`config.mk`:
```
export PLATFORM = sky130hd
export DESIGN_NAME = interp_line_feeder
export DESIGN_NICKNAME = d
export VERILOG_FILES = /design/src/rtl/interp_pkg.sv /design/src/rtl/line_aligner.sv /design/src/rtl/interp_line_feeder.sv
export SDC_FILE = /design/constraint.sdc
export NUM_CORES = 1
export LEC_CHECK = 0
export ABC_AREA = 1
export BUFFER_PORTS_ARGS = -buffer_cell sky130_fd_sc_hd__buf_4
export CAP_MARGIN = 20
export CORE_MARGIN = 5
export CORE_UTILIZATION = 60
export DETAILED_ROUTE_END_ITERATION = 10
export PLACE_DENSITY_LB_ADDON = 0.3
export SLEW_MARGIN = 20
export SYNTH_ARGS = -nofsm -noshare
export SYNTH_HDL_FRONTEND = slang
export SYNTH_HIERARCHICAL = 1
export SYNTH_SLANG_ARGS = --single-unit
```
`constraint.sdc`:
```
create_clock -name CLK -period 4.3 [get_ports CLK]
set_input_delay 0.86 -clock CLK [delete_from_list [all_inputs] [get_ports CLK]]
set_output_delay 0.86 -clock CLK [all_outputs]
set_load 0.005 [all_outputs]
```
`src/rtl/interp_pkg.sv`:
```
// rtl/interp_pkg.sv - shared geometry constants and feeder state encoding
// Purpose: sample/word/window geometry and the line-feeder state type, shared
//          with the interpolation datapath.
// Ports:   none (package).
package interp_pkg;

    localparam int SAMPLE_W     = 8;
    localparam int LINE_SAMPLES = 9;
    localparam int WORD_SAMPLES = 4;
    localparam int ROW_WORDS    = 16;
    localparam int WIN_ROWS     = 9;

    localparam int WORD_W = SAMPLE_W * WORD_SAMPLES;   // 32
    localparam int LINE_W = SAMPLE_W * LINE_SAMPLES;   // 72
    localparam int BUF_W  = WORD_W * 3;                // 96

    localparam logic [3:0] LAST_ROW = 4'(WIN_ROWS - 1);

    typedef enum logic [2:0] {
        IDLE = 3'd0,
        RD0  = 3'd1,
        RD1  = 3'd2,
        RD2  = 3'd3,
        CAP  = 3'd4,
        OUT  = 3'd5
    } feeder_state_t;

endpackage

```
`src/rtl/line_aligner.sv`:
```
// rtl/line_aligner.sv - selects the 9-sample line out of three fetched words
// Purpose: combinational 96-to-72 select; drops X[1:0] leading samples.
// Ports:   i_line_buf - three words, leftmost sample in the top byte
//          i_offset   - sample offset of the window inside the first word
//          o_line     - nine samples, leftmost sample in the top byte
module line_aligner
    import interp_pkg::*;
(
    input  logic [BUF_W-1:0]  i_line_buf,
    input  logic [1:0]        i_offset,
    output logic [LINE_W-1:0] o_line
);

    always_comb begin
        case (i_offset)
            2'd0: o_line = i_line_buf[BUF_W-1              -: LINE_W];
            2'd1: o_line = i_line_buf[BUF_W-1-SAMPLE_W     -: LINE_W];
            2'd2: o_line = i_line_buf[BUF_W-1-2*SAMPLE_W   -: LINE_W];
            2'd3: o_line = i_line_buf[BUF_W-1-3*SAMPLE_W   -: LINE_W];
        endcase
    end

endmodule

```
`src/rtl/interp_line_feeder.sv`:
```
// rtl/interp_line_feeder.sv - fetches a 9x9 sample window line by line
// Purpose: on START, reads three memory words per row, aligns nine samples
//          and hands each row to the consumer with a valid/ready handshake.
// Ports:   CLK, RST (sync, active-high)
//          START, INT_POS_X, INT_POS_Y   - window request and top-left position
//          MEM_RD_EN, MEM_ADDR           - read strobe and word address
//          MEM_RD_DATA                   - read word, one cycle after strobe
//          LINE_VALID, LINE_READY        - line handshake
//          LINE_DATA, LINE_ROW, LINE_LAST - line samples, row index, last flag
//          BUSY, DONE                    - activity and completion pulse
module interp_line_feeder
    import interp_pkg::*;
(
    input  logic              CLK,
    input  logic              RST,
    input  logic              START,
    input  logic [5:0]        INT_POS_X,
    input  logic [5:0]        INT_POS_Y,
    output logic              MEM_RD_EN,
    output logic [9:0]        MEM_ADDR,
    input  logic [WORD_W-1:0] MEM_RD_DATA,
    output logic              LINE_VALID,
    input  logic              LINE_READY,
    output logic [LINE_W-1:0] LINE_DATA,
    output logic [3:0]        LINE_ROW,
    output logic              LINE_LAST,
    output logic              BUSY,
    output logic              DONE
);

    feeder_state_t r_state;
    feeder_state_t w_next;

    logic [5:0]          r_x;
    logic [5:0]          r_y;
    logic [3:0]          r_row;
    logic [2*WORD_W-1:0] r_buf;
    logic [LINE_W-1:0]   r_line;
    logic                r_done;

    logic [1:0]          w_word_k;
    logic                w_accept;
    logic [5:0]          w_row_sum;
    logic [9:0]          w_addr;
    logic [BUF_W-1:0]    w_line_buf;
    logic [LINE_W-1:0]   w_aligned;

    // The third word is still on MEM_RD_DATA during CAP, so the full 96-bit
    // line buffer is the two held words plus the live read data.
    assign w_line_buf = {r_buf, MEM_RD_DATA};

    line_aligner u_aligner (
        .i_line_buf (w_line_buf),
        .i_offset   (r_x[1:0]),
        .o_line     (w_aligned)
    );

    assign w_row_sum = r_y + {2'b00, r_row};
    assign w_addr    = {w_row_sum, 4'b0000} + {6'b000000, r_x[5:2]} + {8'b00000000, w_word_k};

    always_ff @(posedge CLK) begin
        if (RST) begin
            r_state <= IDLE;
        end else begin
            r_state <= w_next;
        end
    end

    always_comb begin
        w_next     = r_state;
        MEM_RD_EN  = 1'b0;
        w_word_k   = 2'd0;
        LINE_VALID = 1'b0;
        w_accept   = 1'b0;
        case (r_state)
            IDLE: if (START) w_next = RD0;
            RD0: begin
                MEM_RD_EN = 1'b1;
                w_word_k  = 2'd0;
                w_next    = RD1;
            end
            RD1: begin
                MEM_RD_EN = 1'b1;
                w_word_k  = 2'd1;
                w_next    = RD2;
            end
            RD2: begin
                MEM_RD_EN = 1'b1;
                w_word_k  = 2'd2;
                w_next    = CAP;
            end
            CAP: w_next = OUT;
            OUT: begin
                LINE_VALID = 1'b1;
                if (LINE_READY) begin
                    w_accept = 1'b1;
                    w_next   = (r_row == LAST_ROW) ? IDLE : RD0;
                end
            end
            default: w_next = IDLE;
        endcase
        MEM_ADDR  = MEM_RD_EN ? w_addr : 10'd0;
        LINE_LAST = LINE_VALID && (r_row == LAST_ROW);
    end

    always_ff @(posedge CLK) begin
        if (RST) begin
            r_x    <= 6'd0;
            r_y    <= 6'd0;
            r_row  <= 4'd0;
            r_buf  <= '0;
            r_line <= '0;
            r_done <= 1'b0;
        end else begin
            r_done <= w_accept && (r_row == LAST_ROW);
            if (r_state == IDLE && START) begin
                r_x   <= INT_POS_X;
                r_y   <= INT_POS_Y;
                r_row <= 4'd0;
            end
            // Words arrive left to right; shift each into the low end.
            if (r_state == RD1 || r_state == RD2) begin
                r_buf <= {r_buf[WORD_W-1:0], MEM_RD_DATA};
            end
            if (r_state == CAP) begin
                r_line <= w_aligned;
            end
            if (w_accept && r_row != LAST_ROW) begin
                r_row <= r_row + 4'd1;
            end
        end
    end

    assign LINE_DATA = r_line;
    assign LINE_ROW  = r_row;
    assign BUSY      = (r_state != IDLE);
    assign DONE      = r_done;

endmodule

```
---- After elaboration in Yosys (flattened, before gate mapping) ----
Index checks and enable logic that the tools add are counted.
Widths: inputs -> output; s select.
cells by class
  add/sub/neg operators ................... 4
  $mul .................................... 0
  divide/modulo/power cells ............... 0
  magnitude comparators ................... 0
  equal/unequal tests ..................... 12
  shift-type cells ........................ 0
  mux-type cells .......................... 13
  bitwise gates (word level) .............. 0
  reductions and logical operators ........ 11
operator list
  cell                 count
  $pmux 72 s4          1
  $pmux 3 s6           1
  $add 10x2->10        1
  $add 10x4->10        1
  $mux 10              1
  $mux 4               2
  $add 6x4->6          1
  $eq 3x2->1 const B   2
  $eq 3x3->1 const B   2
  $mux 3               2
  $mux 1               5
  $add 4x1->4 const B  1
  $eq 2x2->1 const B   2
  $eq 4x4->1 const B   1
  $logic_and 1x1->1    4
  $ne 2x2->1 const B   2
  $ne 4x4->1 const B   1
  $pmux 2 s2           1
  $eq 3x1->1 const B   1
  $logic_not 3->1      1
  $reduce_bool 3->1    1
  $reduce_or 3->1      1
  $eq 2x1->1 const B   1
  $logic_not 2->1      1
  3 further kinds      3
word-level totals
  flip-flop bits (word level) ............. 156
  latch bits .............................. 0
  bits in writable memories ............... 0
  ROM bits ................................ 0
  input bits .............................. 48
  logic and storage cells ................. 47
  memories ................................ 0

---- Depth between registers and ports, before layout ----
Gate-level depths: netlist (run 1).
  depth in word-level cells ............... 4
  depth in mapped cells ................... 16
  mapped depth without buffers ............ 15

---- Hierarchy ----
The synthesis (run 1) kept the hierarchy.
by module, submodules not included
  module              times used  cells each  area each (um^2)  sequential area each (um^2)
  interp_line_feeder  1           775         5,879.4           3,123.0
  line_aligner        1           416         2,040.7           0.0

---- Worst setup path before layout (run 1) ----
Ideal clock, no wire load.
  path type ............................... reg-to-output
  start point ............................. register r_state[1]
  end point ............................... output port MEM_ADDR[8]
  arrival ................................. 1,883 ps
  setup slack ............................. 1,557 ps
  cell stages (with the launch flop) ...... 16
  cells stage by stage .................... dfxtp_1 > inv_1 > nor2_1 > inv_1 > buf_2 > nor2_1 > ha_1 > fa_1 > nand2_1 > inv_1 > nand2_1 > nor2_1 > nand3_1 > o21bai_1 > nand2_1 > nor2_1
on the way
  word-level cells in the longest chain between the ends .. 4
  elaborated cells on any way between the ends .. 8
ends and longest elaborated chain
  element                                        RTL line                                            RTL
  from (decl)                                    interp_line_feeder.sv:31                            feeder_state_t r_state;
  from (signal assigned)                         interp_line_feeder.sv:65                            r_state <= w_next;
  $eq 3x2->1 or $eq 3x1->1 (tied branches)       interp_line_feeder.sv:75                            case (r_state)
  $pmux 2 s2 or $reduce_or 3->1 (tied branches)  -
  $add 10x2->10 or $mux 1 (tied branches)        interp_line_feeder.sv:59, interp_line_feeder.sv:75
  $mux 10 (*)                                    interp_line_feeder.sv:102                           MEM_ADDR = MEM_RD_EN ? w_addr : 10'd0;
  to (decl)                                      interp_line_feeder.sv:20                            output logic [9:0] MEM_ADDR,
Mark *: on every way between the ends. The rest lies on a longest branch, timed or not.

---- Final worst setup path (run 1) ----
Same ends and word-level chain as after synthesis.

==> flow_summary.ini, run 1 <==
[worst_setup_path]
reg2regPathDepth = 5
cp.required_ps = 3440
criticalPathCategory = register to output port
worstSetupStartpoint = r_state[1]
cp-end-kind = output port
reg2reg_from = r_x[1]
arrival_ps = 2540
startpoint_type = register
critPathMaxFanout = 4

[die]
io_pins = 139
std_cell_rows = 42
die-area_sq_um = 15600
core_sq_um = 13100
die_width_microns = 125
fp.dieH_microns = 125
start_util_pct = 60.5

[logic_synthesis]
ys_seq_area_share_pct = 39.4
syn_nets = 1249
yosys.area.top_type_share_pct = 39.4
syn_inst = 1191
yosysWarnings = 6
synth-seq-cells = 156
netlist_area_sq_um = 7920
syn_area_per_cell_sq_um = 6.65
synth.area.top_cells = dfxtp_1 (39%), nand3_1 (14%), nor2_1 (14%), o21ai_0 (9.2%), nand4_1 (5.9%)
netlist.top_cell.by_area = dfxtp_1
ys_types = 26

[final_layout]
final_common_cell = nor2_1
final_cell_mix = nor2_1 (292), nand3_1 (228), dfxtp_1 (154), buf_4 (147), o21ai_0 (145)
diodes = 0
drive_gt1_share_pct = 14.9
layoutNonFillerInstCount = 1447
syn2layout_area_growth_pct = 19.4
fin_nets = 1317
fillCellCount = 1050

[power]
comb_power_share_pct = 17.7
power_mw = 3.98
pwr-share-clk_pct = 38.7
power_density_nw_per_um2 = 421
seqPwrFrac_pct = 43.6
p_switching_mw = 1.19
p_int_mw = 2.78
p_leak_nw = 3.99
switching_share_pct = 30.0
peakVddDrop_v = 0.000235

[clocking]
clk_latency_ps = 420
cts_max_path_buffers = 2
cts_tree = built
cts-root-buf = clkbuf_16
cts_setup_buffers = 0
cts_buffers = 17
hold_buffers = 0
ctsResizeCount = 0
clk_pin_slew_ps = 60
clock-sinks = 156
cts.htree.levels = 4

[timing]
final_hold_viol_count = 0
layout_min_cycle_time_ps = 3400
clock_skew_ps = 4.67
holdWs_ps = 473
rsz0062_at_grt = no
fmax_mhz = 294
relSlewSlack_pct = 29.5
worstMarginPinSlew_ps = 1060
setup_viol = 0
fin_tns_setup_ps = 0
drv_slew = 0
fin_ws_ps = 898
min_period_over_period_pct = 79.1

[grt]
grt_pass1_wl_microns = 38700
grt_pass1_vias = 7682
antenna_found_initial = 2
grt_max_degree = 112
grt_overflow = 0
track_usage_pct = 29.7

[min_path]
hold_class = register to register
hold_depth = 2
min-delay-start = r_y[2]

[status]
run_status = finished, final reports clean

[drt]
route.detailed.drc = 0
firstDrtPassIters = 9
routedWlPerCell_microns = 16.7
wl_microns = 24100
vias = 8847
ant_nets = 0
viasPerCell = 6.11
drt_iter0_markers = 1324

[placement]
dp_cells = 1416
dpl.hpwl_microns = 15100
post-place-ws_ps = 1390
place_congestion = 0.890
io_buffers = 138

[flow_run]
drv_cap = 0
-- power groups by stage --
stage	registers (mW)	clock network (mW)	logic, mW
after floorplan	1.69	0	0.482
after global placement	1.75	0	0.669
after detailed placement	1.76	0	0.678
after CTS	1.73	1.55	0.685
after global routing	1.75	1.62	0.778
final	1.74	1.54	0.704
-- worst paths after layout --
path,endpoint,slack [ps]
worst min register to register,r_y[2],470
worst max register to register,LINE_DATA[59],2030
worst max-delay path,MEM_ADDR[8],900
worst min-delay path,r_y[2],470
-- routing by layer --
metal | share of wire, % | track usage (%) | vias to the layer above
met5 | 0.091 | 0 | -
met4 | 3.3 | 12.3 | 4
met3 | 11 | 7.12 | 81
met2 | 45 | 45.5 | 564
met1 | 41 | 40.3 | 4017
li1 | - | - | 4181
-- Yosys cell counts (all sizes together) --
library cell,number
nor2,296
nand3,229
dfxtp,156
o21ai,145
nand2,122
nand4,75
buf,60
clkbuf,39
inv,27
a21oi,22
ha,8
xor2,4
fa,2
nor3,2
a211oi,1
nor4,1
o21bai,1
xnor2,1
-- critical path, stage by stage (launching register included) --
cell and delay, ps:
dfxtp_1 390, inv_1 110, nor2_2 120, clkinv_1 90, nor2_1 160, ha_1 220, fa_1 190, nand2_1 50
inv_1 70, nand2_1 80, nor2_1 130, nand3_1 100, o21bai_1 130, nand2_1 60, nor2_1 80, buf_4 110
-- kinds of logic (layout without fill, tap and decap cells) --
group	count (synthesis)	after routing	share of synthesized area (%)
and+or+nand+nor	725	725	40.8
xor gates and xnor gates	5	5	0.553
buffers and inverters	126	206	6.70
DFF	156	156	39.4
AOI/OAI and AO/OA	169	169	10.7
adders and majority gates	10	10	1.77
-- per-stage QoR --
step	area [sq um]	utilization, %
detailed placement	8850	67.7
finish	9460	72.3
global route	9460	72.3
global placement	8850	67.6
floorplan	7920	-
CTS	9460	72.3
-- area by class of cell --
class	count	area, sq um	share of cell area (%)
sequential	156	3130	33.1
clock inverter	7	110	1.16
tap	176	220	2.33
multi-input combinational	909	4270	45.2
timing repair buffer	148	1120	11.9
inverter	27	104	1.10
clock buffer	24	493	5.21
-- sequential cells by signal, indices dropped and copies added, names as in the netlist --
register	flops
LINE_DATA	72
r_buf	64
r_x	6
r_y	6
LINE_ROW	4
r_state	3
DONE	1
Power figures use the tool's default switching activity.
==> run 2: changes to the inputs <==
--- a/config.mk
+++ b/config.mk
@@ -9,7 +9,7 @@
 export BUFFER_PORTS_ARGS = -buffer_cell sky130_fd_sc_hd__buf_4
 export CAP_MARGIN = 20
 export CORE_MARGIN = 5
-export CORE_UTILIZATION = 60
+export CORE_UTILIZATION = 56
 export DETAILED_ROUTE_END_ITERATION = 10
 export PLACE_DENSITY_LB_ADDON = 0.3
 export SLEW_MARGIN = 20
==> constraint.sdc (replaced) <==
create_clock -name CLK -period 3.5 [get_ports CLK]
set_input_delay 0.7 -clock CLK [delete_from_list [all_inputs] [get_ports CLK]]
set_output_delay 0.7 -clock CLK [all_outputs]
set_load 0.005 [all_outputs]
==> flow_summary.ini, run 2 (synthesis gave the netlist of run 1 again) <==
[clocking]
cts.htree.levels = 4
clk_latency_ps = 430
cts_buffers = 17
cts_max_path_buffers = 2
clock-sinks = 156
cts_tree = built
cts_setup_buffers = 0
clk_pin_slew_ps = 60
cts-root-buf = clkbuf_16

[min_path]
hold_class = register to register
hold-path-endpoint = r_y[5]
min-delay-start = r_y[5]
hold_depth = 2

[worst_setup_path]
cp-end-kind = output port
criticalPathCategory = register to output port
reg2regPathDepth = 5
arrival_ps = 2500
reg2reg_from = r_x[1]
regToRegSetupSlack_ps = 1150
rr_endpoint = LINE_DATA[31]
cp.required_ps = 2800
critPathMaxFanout = 4
startpoint_type = register

[drt]
wl_met1_microns = 10100
drt_iter0_markers = 1515
viasPerCell = 6.01
route.detailed.drc = 0
ant_nets = 0
routed.top_layer = met5
vias = 8737
wl_microns = 24000
firstDrtPassIters = 8
route.met2.wl_microns = 10800
routedWlPerCell_microns = 16.5
wl_met3_microns = 2530

[flow_run]
drv_cap = 0

[die]
die-area_sq_um = 16600
fp.dieH_microns = 129
start_util_pct = 57.1
std_cell_rows = 43
core_sq_um = 13900
io_pins = 139
die_width_microns = 129

[placement]
place_congestion = 0.907
io_buffers = 138
dpl.hpwl_microns = 15300
placed_area_sq_um = 8870

[power]
peakVddDrop_v = 0.000367
p_leak_nw = 4.00
power_density_nw_per_um2 = 518
power_mw = 4.92

[grt]
grt_overflow = 0
track_usage_pct = 28.5
grt_max_degree = 99
antenna_found_initial = 1
grt_pass1_wl_microns = 38500
grt_pass1_vias = 7517

[final_layout]
fin_area_sq_um = 9490
final_common_cell = nor2_1
drive_gt1_share_pct = 15.4
final_cell_mix = nor2_1 (292), nand3_1 (228), dfxtp_1 (153), buf_4 (149), o21ai_0 (145)
fin_nets = 1319
diodes = 0
syn2layout_area_growth_pct = 19.8
largest_reg_flops = 72

[timing]
layout_min_cycle_time_ps = 3200
rsz0062_at_grt = no
worstMarginPinSlew_ps = 944
clock_skew_ps = 7.19
min_period_over_period_pct = 91.5
final_hold_viol_count = 0
fmax_mhz = 312
drv_slew = 0
fin_tns_setup_ps = 0
relSlewSlack_pct = 37.1
setup_viol = 0

[status]
run_status = finished, final reports clean
[run 2: worst max-delay path, stage by stage (launching register included)]
cell	delay, ps
dfxtp_2	360
inv_1	90
nor2_2	110
clkinv_1	90
nor2_1	140
ha_1	210
fa_1	200
nand2_1	60
inv_1	60
nand2_1	70
nor2_1	130
nand3_1	110
o21bai_1	160
nand2_1	60
nor2_1	90
buf_4	120
[run 2: routing by layer]
metal	GRT usage [%]	up-vias
li1	-	4190
met1	39.9	4029
met5	0	-
met4	9.39	2
met2	43.5	472
met3	6.64	44
[run 2: power breakdown]
part | internal [mW] | switching [mW]
clock | 1.19 | 0.726
combinational | 0.305 | 0.545
sequential | 1.93 | 0.228
total | 3.42 | 1.50
[run 2: metrics by stage]
step / util, % / instances / hold WS [ps] / worst slack [ps]
global route: 68.4 / 1453 / 499 / 41.8
global placement: 63.9 / 1422 / 459 / 855
finish: 68.4 / 1453 / 472 / 297
CTS: 68.4 / 1453 / 472 / 246
detailed placement: 63.9 / 1422 / 464 / 704
floorplan: - / 1191 / 444 / 917
[run 2: worst max path at each step]
| stage | slack (ps) | from | to | depth (start not counted) |
|---|---|---|---|---|
| final | 300 | r_state[1] | MEM_ADDR[8] | 15 |
| after global routing | 40 | r_state[1] | MEM_ADDR[8] | 15 |
| after CTS | 250 | r_state[1] | MEM_ADDR[8] | 15 |
| after detailed placement | 700 | r_state[1] | MEM_ADDR[8] | 15 |
| after global placement | 850 | r_state[1] | MEM_ADDR[8] | 15 |
| after floorplan | 920 | r_state[1] | MEM_ADDR[8] | 15 |
[run 2: layout make-up]
cell class,count,area [sq um]
Clock buffer,20,478
Clock inverter,11,140
Fill cell,1214,4390
Inverter,27,104
Multi-Input combinational cell,909,4270
Sequential cell,156,3130
Tap cell,180,225
Timing Repair Buffer,150,1140
[run 2: timing repair]
item | in CTS | in global routing
hold buffers | 0 | 0
gates resized for setup | 0 | 1
setup endpoints to repair | 0 | 1
